File: src/rtl/tdm_demux41_if.sv
// Bus bundle between a TDM source and the tdm_demux41 receiver.
// The par_err signal exists only when DEMUX_PARITY_EN is defined.
interface tdm_demux41_if #(
  parameter int WIDTH = 1
);
  logic [WIDTH-1:0] din;
  logic             en;
  logic             fsync;
  logic [WIDTH-1:0] a;
  logic [WIDTH-1:0] b;
  logic [WIDTH-1:0] c;
  logic [WIDTH-1:0] d;
  logic             frame_vld;
  logic             locked;
  logic             sync_err;
  logic [2:0]       slot;
`ifdef DEMUX_PARITY_EN
  logic             par_err;
`endif

  // The master drives the TDM stream and observes the recovered channels.
  modport master (
    output din, en, fsync,
    input  a, b, c, d, frame_vld, locked, sync_err, slot
`ifdef DEMUX_PARITY_EN
    , input par_err
`endif
  );

  modport slave (
    input  din, en, fsync,
    output a, b, c, d, frame_vld, locked, sync_err, slot
`ifdef DEMUX_PARITY_EN
    , output par_err
`endif
  );
endinterface

File: src/rtl/tdm_demux41.sv
// TDM 1:4 demultiplexer with fsync-based frame alignment (HUNT/CHECK/LOCKED).
// Optional macro DEMUX_PARITY_EN adds a 5th even-parity slot and par_err.
module tdm_demux41 #(
  parameter int WIDTH       = 1,
  parameter int LOCK_FRAMES = 2
) (
  input  logic               clk,
  input  logic               rst,
  tdm_demux41_if.slave       bus
);

  typedef enum logic [1:0] {
    HUNT   = 2'd0,
    CHECK  = 2'd1,
    LOCKED = 2'd2
  } state_t;

`ifdef DEMUX_PARITY_EN
  localparam logic [2:0] LAST_SLOT = 3'd4;
`else
  localparam logic [2:0] LAST_SLOT = 3'd3;
`endif
  localparam logic [3:0] LOCK_CNT = 4'(LOCK_FRAMES);

  state_t           state_q, state_d;
  logic [2:0]       slot_q, slot_d;
  logic [3:0]       cnt_q, cnt_d;
  logic [WIDTH-1:0] sh_q [4];
  logic [WIDTH-1:0] sh_d [4];
  logic [WIDTH-1:0] a_q, a_d;
  logic [WIDTH-1:0] b_q, b_d;
  logic [WIDTH-1:0] c_q, c_d;
  logic [WIDTH-1:0] d_q, d_d;
  logic             frame_vld_q, frame_vld_d;
  logic             sync_err_q, sync_err_d;
`ifdef DEMUX_PARITY_EN
  logic             par_err_q, par_err_d;
  logic [WIDTH-1:0] par_calc;
`endif

  logic [2:0] slot_next;
  logic       at_slot0;
  logic       misaligned;

  assign slot_next  = (slot_q == LAST_SLOT) ? 3'd0 : slot_q + 3'd1;
  assign at_slot0   = (slot_q == 3'd0);
  // Alignment holds only when fsync coincides exactly with slot 0.
  assign misaligned = (at_slot0 != bus.fsync);

`ifdef DEMUX_PARITY_EN
  assign par_calc = sh_q[0] ^ sh_q[1] ^ sh_q[2] ^ sh_q[3];
`endif

  always_comb begin
    state_d     = state_q;
    slot_d      = slot_q;
    cnt_d       = cnt_q;
    sh_d        = sh_q;
    a_d         = a_q;
    b_d         = b_q;
    c_d         = c_q;
    d_d         = d_q;
    frame_vld_d = 1'b0;
    sync_err_d  = 1'b0;
`ifdef DEMUX_PARITY_EN
    par_err_d   = 1'b0;
`endif

    if (bus.en) begin
      unique case (state_q)
        HUNT: begin
          if (bus.fsync) begin
            sh_d[0] = bus.din;
            slot_d  = 3'd1;
            cnt_d   = 4'd0;
            state_d = CHECK;
          end
        end

        CHECK: begin
          if (misaligned) begin
            state_d = HUNT;
            slot_d  = 3'd0;
          end else begin
            if (slot_q < 3'd4) begin
              sh_d[slot_q[1:0]] = bus.din;
            end
            slot_d = slot_next;
            if (at_slot0) begin
              cnt_d = cnt_q + 4'd1;
              if (cnt_q + 4'd1 == LOCK_CNT) begin
                state_d = LOCKED;
              end
            end
          end
        end

        LOCKED: begin
          if (misaligned) begin
            sync_err_d = 1'b1;
            state_d    = HUNT;
            slot_d     = 3'd0;
          end else begin
            if (slot_q < 3'd4) begin
              sh_d[slot_q[1:0]] = bus.din;
            end
            slot_d = slot_next;
            if (slot_q == LAST_SLOT) begin
`ifdef DEMUX_PARITY_EN
              // Commit only frames whose parity slot agrees with the data.
              if (bus.din == par_calc) begin
                a_d         = sh_q[0];
                b_d         = sh_q[1];
                c_d         = sh_q[2];
                d_d         = sh_q[3];
                frame_vld_d = 1'b1;
              end else begin
                par_err_d = 1'b1;
              end
`else
              a_d         = sh_q[0];
              b_d         = sh_q[1];
              c_d         = sh_q[2];
              d_d         = bus.din;
              frame_vld_d = 1'b1;
`endif
            end
          end
        end

        default: begin
          state_d = HUNT;
          slot_d  = 3'd0;
        end
      endcase
    end
  end

  always_ff @(posedge clk) begin
    if (rst) begin
      state_q     <= HUNT;
      slot_q      <= 3'd0;
      cnt_q       <= 4'd0;
      a_q         <= '0;
      b_q         <= '0;
      c_q         <= '0;
      d_q         <= '0;
      frame_vld_q <= 1'b0;
      sync_err_q  <= 1'b0;
`ifdef DEMUX_PARITY_EN
      par_err_q   <= 1'b0;
`endif
      for (int i = 0; i < 4; i++) begin
        sh_q[i] <= '0;
      end
    end else begin
      state_q     <= state_d;
      slot_q      <= slot_d;
      cnt_q       <= cnt_d;
      a_q         <= a_d;
      b_q         <= b_d;
      c_q         <= c_d;
      d_q         <= d_d;
      frame_vld_q <= frame_vld_d;
      sync_err_q  <= sync_err_d;
`ifdef DEMUX_PARITY_EN
      par_err_q   <= par_err_d;
`endif
      for (int i = 0; i < 4; i++) begin
        sh_q[i] <= sh_d[i];
      end
    end
  end

  assign bus.a         = a_q;
  assign bus.b         = b_q;
  assign bus.c         = c_q;
  assign bus.d         = d_q;
  assign bus.frame_vld = frame_vld_q;
  assign bus.locked    = (state_q == LOCKED);
  assign bus.sync_err  = sync_err_q;
  assign bus.slot      = slot_q;
`ifdef DEMUX_PARITY_EN
  assign bus.par_err   = par_err_q;
`endif

endmodule

File: src/flat_wrapper.sv
// flat-port wrapper written by rule: the top's interface ports become plain ports
module tdm_demux41_flat 
#(
  parameter int WIDTH       = 1,
  parameter int LOCK_FRAMES = 2
)
  (clk, rst, bus_din, bus_en, bus_fsync, bus_a, bus_b, bus_c, bus_d, bus_frame_vld, bus_locked, bus_sync_err, bus_slot);
  tdm_demux41_if #(.WIDTH(WIDTH)) bus_i ();
  input  logic clk;
  input  logic rst;
  input wire logic [$bits(bus_i.din)-1:0] bus_din;
  input wire logic [$bits(bus_i.en)-1:0] bus_en;
  input wire logic [$bits(bus_i.fsync)-1:0] bus_fsync;
  output wire logic [$bits(bus_i.a)-1:0] bus_a;
  output wire logic [$bits(bus_i.b)-1:0] bus_b;
  output wire logic [$bits(bus_i.c)-1:0] bus_c;
  output wire logic [$bits(bus_i.d)-1:0] bus_d;
  output wire logic [$bits(bus_i.frame_vld)-1:0] bus_frame_vld;
  output wire logic [$bits(bus_i.locked)-1:0] bus_locked;
  output wire logic [$bits(bus_i.sync_err)-1:0] bus_sync_err;
  output wire logic [$bits(bus_i.slot)-1:0] bus_slot;
  assign bus_i.din = bus_din;
  assign bus_i.en = bus_en;
  assign bus_i.fsync = bus_fsync;
  assign bus_a = bus_i.a;
  assign bus_b = bus_i.b;
  assign bus_c = bus_i.c;
  assign bus_d = bus_i.d;
  assign bus_frame_vld = bus_i.frame_vld;
  assign bus_locked = bus_i.locked;
  assign bus_sync_err = bus_i.sync_err;
  assign bus_slot = bus_i.slot;
  tdm_demux41 #(.WIDTH(WIDTH), .LOCK_FRAMES(LOCK_FRAMES)) u_core (.clk(clk), .rst(rst), .bus(bus_i));
endmodule
File: config.mk
export PLATFORM = sky130hd
export DESIGN_NAME = tdm_demux41_flat
export DESIGN_NICKNAME = d
export VERILOG_FILES = /design/src/rtl/tdm_demux41_if.sv /design/src/rtl/tdm_demux41.sv /design/src/flat_wrapper.sv
export SDC_FILE = /design/constraint.sdc
export NUM_CORES = 1
export LEC_CHECK = 0
export ABC_CLOCK_PERIOD_IN_PS = 3200
export BUFFER_PORTS_ARGS = -buffer_cell sky130_fd_sc_hd__buf_4
export CORE_MARGIN = 2
export CORE_UTILIZATION = 45
export CTS_BUF_LIST = sky130_fd_sc_hd__clkbuf_16
export DETAILED_ROUTE_END_ITERATION = 7
export PLACE_DENSITY = 0.77
export SLEW_MARGIN = 25
export SYNTH_ARGS = -nofsm -noshare
export SYNTH_HDL_FRONTEND = slang
export SYNTH_SLANG_ARGS = --single-unit
File: constraint.sdc
create_clock -name clk -period 3.2 [get_ports clk]
set_clock_uncertainty 0.05 [all_clocks]
set_input_delay 0.96 -clock clk [delete_from_list [all_inputs] [get_ports clk]]
set_output_delay 0.96 -clock clk [all_outputs]
set_load 0.01 [all_outputs]
======== Word level (Yosys, flattened, before mapping) ========
Cells that the tools add are included.
word-level totals
  register bits after elaboration ......... 19
  input bits .............................. 5
  logic and storage cells ................. 72
operators by class
  add/subtract/negate cells ............... 2
  $lt $le $gt $ge ......................... 3
  eq/ne operators ......................... 13
  mux-type cells .......................... 23
  bitwise operators ....................... 4
  reduce and logical (&&, ||, !) cells .... 14
operators by type and width
  cell                                                        count
  two-way mux 4 bit                                           5
  AND reduction 5 bit                                         3
  two-way mux 2 bit                                           5
  two-way mux 3 bit                                           3
  one-hot mux 4 bit (2 select lines)                          1
  AND reduction 4 bit                                         2
  != test 2 x 1 -> 1 bit, second input constant               3
  != test 2 bit, second input constant                        3
  != test 3 x 1 -> 1 bit, second input constant               2
  one-hot mux 2 bit (3 select lines)                          1
  one-hot mux 3 bit (2 select lines)                          1
  adder 4 x 1 -> 4 bit, second input constant                 1
  bitwise mux 4 bit                                           1
  equality test 4 x 2 -> 1 bit, second input constant         1
  two-way mux 1 bit                                           4
  nonzero test 2 bit                                          2
  OR reduction 4 bit                                          1
  adder 3 x 1 -> 3 bit, second input constant                 1
  equality test 3 x 2 -> 1 bit, second input constant         1
  greater-or-equal comparator 3 bit, second input constant    1
  zero test 3 bit                                             1
  less-than comparator 3 x 1 -> 1 bit, second input constant  1
  less-than comparator 3 bit, second input constant           1
  NOT 1 bit                                                   3
  11 further kinds                                            11

======== Logic depth before layout (Yosys ltp) ========
  word-level depth ........................ 9
  mapped depth ............................ 8
  depth with buffers taken out ............ 7

======== Worst setup path before layout ========
No wires, ideal clock.
  path kind ............................... input -> register
  start point ............................. input port bus_fsync
  end point ............................... register u_core.a_q, in the netlist u_core.bus.a
  arrival time ............................ 1.918 ns
  required time ........................... 3.022 ns
  path slack .............................. 1.105 ns
  stages .................................. 6
  path buffers ............................ 1
  cells stage by stage .................... or2_1 -> a21oi_2 -> and4_1 -> buf_2 -> mux2i_1 -> nor2_1
on the way
  word-level cells in the longest chain between the ends .. 3
RTL lines
  item                           RTL line            text
  start, declared                flat_wrapper.sv:13  input wire logic [$bits(bus_i.fsync)-1:0] bus_fsync;
  != test 1 bit                  tdm_demux41.sv:48   assign misaligned = (at_slot0 != bus.fsync);
  NOT 1 bit (no line)            --
  AND reduction 4 bit (no line)  --
  end signal, assigned           tdm_demux41.sv:144  a_q <= '0;
  end signal, assigned           tdm_demux41.sv:160  a_q <= a_d;
  end, declared                  tdm_demux41.sv:30   logic [WIDTH-1:0] a_q, a_d;
Every way passes these cells.
A chain may end at the register's enable or synchronous reset.

======== Worst setup path in the final report ========
  start point ............................. register u_core.state_q[0]
  end point ............................... output port bus_locked
on the way
  word-level cells in the longest chain between the ends .. 1
RTL lines
  item                    RTL line            text
  start, declared         tdm_demux41.sv:25   state_t state_q, state_d;
  start signal, assigned  tdm_demux41.sv:157  state_q <= state_d;
  equality test 2 bit     tdm_demux41.sv:180  assign bus.locked = (state_q == LOCKED);
  end, declared           flat_wrapper.sv:19  output wire logic [$bits(bus_i.locked)-1:0] bus_locked;
Every way passes these cells.

==> impl_results.md <==
* DRT met1 WL at 932 µm
* Slowest stage cell, crit path: dfxtp_1
* Adder-cell share of the synthesized area at 12.8%
* Routability Congestion at slightly below 0.8
* N_diodes at 0
* RSZ-0062 raised after global routing: no
* Maxcap violations at 0
* Met3 Routed Length at 66 µm
* Max VDD drop at approximately 0.32 mV
* Global-route wire length before repair at 3690 µm
* Final-layout fill cell count at 200
* Avg WL per Cell at 13.2 µm
* Post-route cell area at 0.00127 mm²
* Vias at 901
* XOR/XNOR Fraction of Synth Area at 0.814%
* Top Metal Used: met4
* Setup bufs post-CTS at 0
* # hold bufs at CTS at 0
* Setup-failing EPs final at 0
* CTS Sinks at 18
* Synthesized area at roughly 0.0011 mm²
* Hold WS at 0.453 ns
* Largest net degree at the start of global routing at 22
* Top FF cell, synth: dfxtp_1
* DRC errors left at 0
* Post_cts resized at 0
* Worst path max stage delay at 0.38 ns
* Simple-gate share of the synthesized area at 26.7%
* Number of buffers created by CTS at 3
* CTS tree: yes
* Worst path required time at 2.19 ns
* Post-synthesis mux area share at 10.5%
* Post-Syn Nets at around 140
* Tot Pwr at 0.000569 W
* Routed Antenna Nets at 0
* Overall die width at 52.9 µm
* Synth Area in Compound Gates at 10.2%
* Die Height at around 53 µm
* DPL Wire Length at 1610 µm
* Met2 WL at approximately 1100 µm
* H-tree depth at 1
* Syn Area/Cell at around 9.0 µm²
* Final worst-path cycle share at 68.2%
* Initial Utilization at between 40% and 50%
* Total core area at ~0.0022 mm²
* Crit path launch type: flip-flop
* Max Freq at 458 MHz
* Post-Syn Instances at 120
* Final core utilization at 56.7%
* Yosys reg bits at 18
* WL final at ~2100 µm
* Initial DRT Pass Iterations at 4
* Clock Pin Slew Worst Setup and Hold Paths at ~0.050 ns
* Area of the multi-input gates at 657 µm²
* Max Root-Sink Buffers at 2
* Final hold vios at 0
* CP Cell Sequence: inv_1 > ha_1 > buf_4
* Run status: finished clean
* Tmin final at between 2 and 2.5 ns
* Setup TNS at 0 ns
* Die ar. at 0.00280 mm²
* Root buf cell: clkbuf_16
* Yosys warns at 0
* Data arrival, critical path at approximately 1.2 ns
* Worst-Skew Late Latency at 0.24 ns
* Hold Path Class: flip-flop to flip-flop
* Total GRT Usage at between 10% and 20%
* Critical path capture point type: output port
* Static Leakage at 0.528 nW
* Initial antenna violation count at 0
* Pwr Density at 449 mW/mm²
* I/O Pins at 15
* Largest family of logic cells by synthesized area: simple AND/OR/NAND/NOR gates
* Post-synth EDFFs at 0
* Critical path class: flip-flop to output port
* Area Growth Syn to Fin at 17.7%
* Most frequent cells in the layout: dfxtp_1, nor2_1, buf_4
* Max-slew violation count at 0
* Post-synthesis cell type count at 38
* FFs w/ async S/R, synth at 0%
* Nets at 150
* Post-synthesis sequential area ratio at about a third
* Max transition margin at 64.6%
* Grt total ovfl at 0
* Initial DRC Count at 11
* Tightest Pin Transition at 0.528 ns
* Reg area at approximately 360 µm²
* CP Max Fanout at 6
* Commonest non-fill, non-tap cell in the layout: dfxtp_1
* Port bufs at 14
* Drt via density at around 5.6
* Layout cells sized above 1 at roughly 17%
* Rows at 17
* Vias in the first global route at 868
* Dpl cell area at 0.00119 mm²
-- worst max-delay path, delay by kind of cell (launching register included) --
kind	cells	cell delay, ns
flops	1	0.38
fa+ha+maj	1	0.28
buf+inv	2	0.27
-- per-layer routing --
layer | global-route usage [%] | vias up
li1 | - | 446
met1 | 21.6 | 435
met3 | 3.39 | 4
met4 | 5.13 | 0
met5 | 0 | -
met2 | 32.3 | 16
-- cell usage after synthesis (all sizes together) (2+ instances only) --
cell / number / area [µm²]
a21oi: 7 / 42.5
and2: 2 / 12.5
buf: 3 / 21.3
clkbuf: 2 / 7.51
dfxtp: 18 / 360
ha: 11 / 138
inv: 7 / 26.3
mux2: 2 / 22.5
mux2i: 9 / 90.1
nand2: 3 / 11.3
nand2b: 2 / 12.5
nand3: 5 / 25.0
nand3b: 3 / 35.0
nand4: 3 / 18.8
nor2: 15 / 56.3
nor2b: 4 / 25.0
o21ai: 4 / 20.0
or4: 3 / 22.5
-- flip-flops by register name (all words and copies together) (netlist names) --
register,flops
u_core.sh_q,3
u_core.bus.a,1
u_core.bus.slot,3
u_core.bus.sync_err,1
u_core.bus.frame_vld,1
u_core.cnt_q,4
u_core.bus.d,1
u_core.bus.c,1
u_core.bus.b,1
u_core.state_q,2
-- cell type report --
type,count,area share (%)
Timing Repair Buffer,14,8.30
Sequential cell,18,28.5
Multi-Input combinational cell,89,51.9
Tap cell,28,2.77
Clock buffer,3,5.93
Inverter,8,2.37
Clock inverter,1,0.296
-- metrics by stage --
step / worst slack, ns / instances
2_1_floorplan: 1.10 / 120
3_3_place_gp: 0.876 / 157
3_5_place_dp: 0.783 / 157
4_1_cts: 1.02 / 161
5_1_grt: 0.932 / 161
6_report: 1.02 / 161
-- logic make-up (layout without fill, tap and decap cells) --
| logic type | Yosys count | in the layout |
|---|---|---|
| AND/OR/NAND/NOR | 49 | 49 |
| AO/OA/AOI/OAI | 17 | 17 |
| XOR/XNOR | 1 | 1 |
| multiplexers | 11 | 11 |
| adder cells (fa/ha/maj) | 11 | 11 |
| flip-flops | 18 | 18 |
| buffers and inverters | 13 | 26 |
-- power by group --
group | leakage, nW | internal [W] | total (W) | switching [W]
Clock | 0.0385 | 0.000166 | 0.000246 | 0.0000802
Combinational | 0.344 | 0.0000380 | 0.0000869 | 0.0000488
Sequential | 0.146 | 0.000230 | 0.000236 | 0.00000632
-- path summary, 6_finish.rpt --
path | from | to | slack [ns] | cells past startpoint
worst min-delay path | u_core.sh_q[2]$_SDFFE_PP0P_ | u_core.bus.b$_SDFFE_PP0P_ | 0.45 | 2
worst max-delay path | u_core.state_q[0]$_SDFFE_PP0P_ | bus_locked | 1.02 | 3
worst max register to register | u_core.bus.slot[0]$_SDFFE_PP0P_ | u_core.bus.c$_SDFFE_PP0P_ | 1.14 | 7
worst min register to register | u_core.sh_q[2]$_SDFFE_PP0P_ | u_core.bus.b$_SDFFE_PP0P_ | 0.45 | 2
Power figures use the tool's default switching activity.
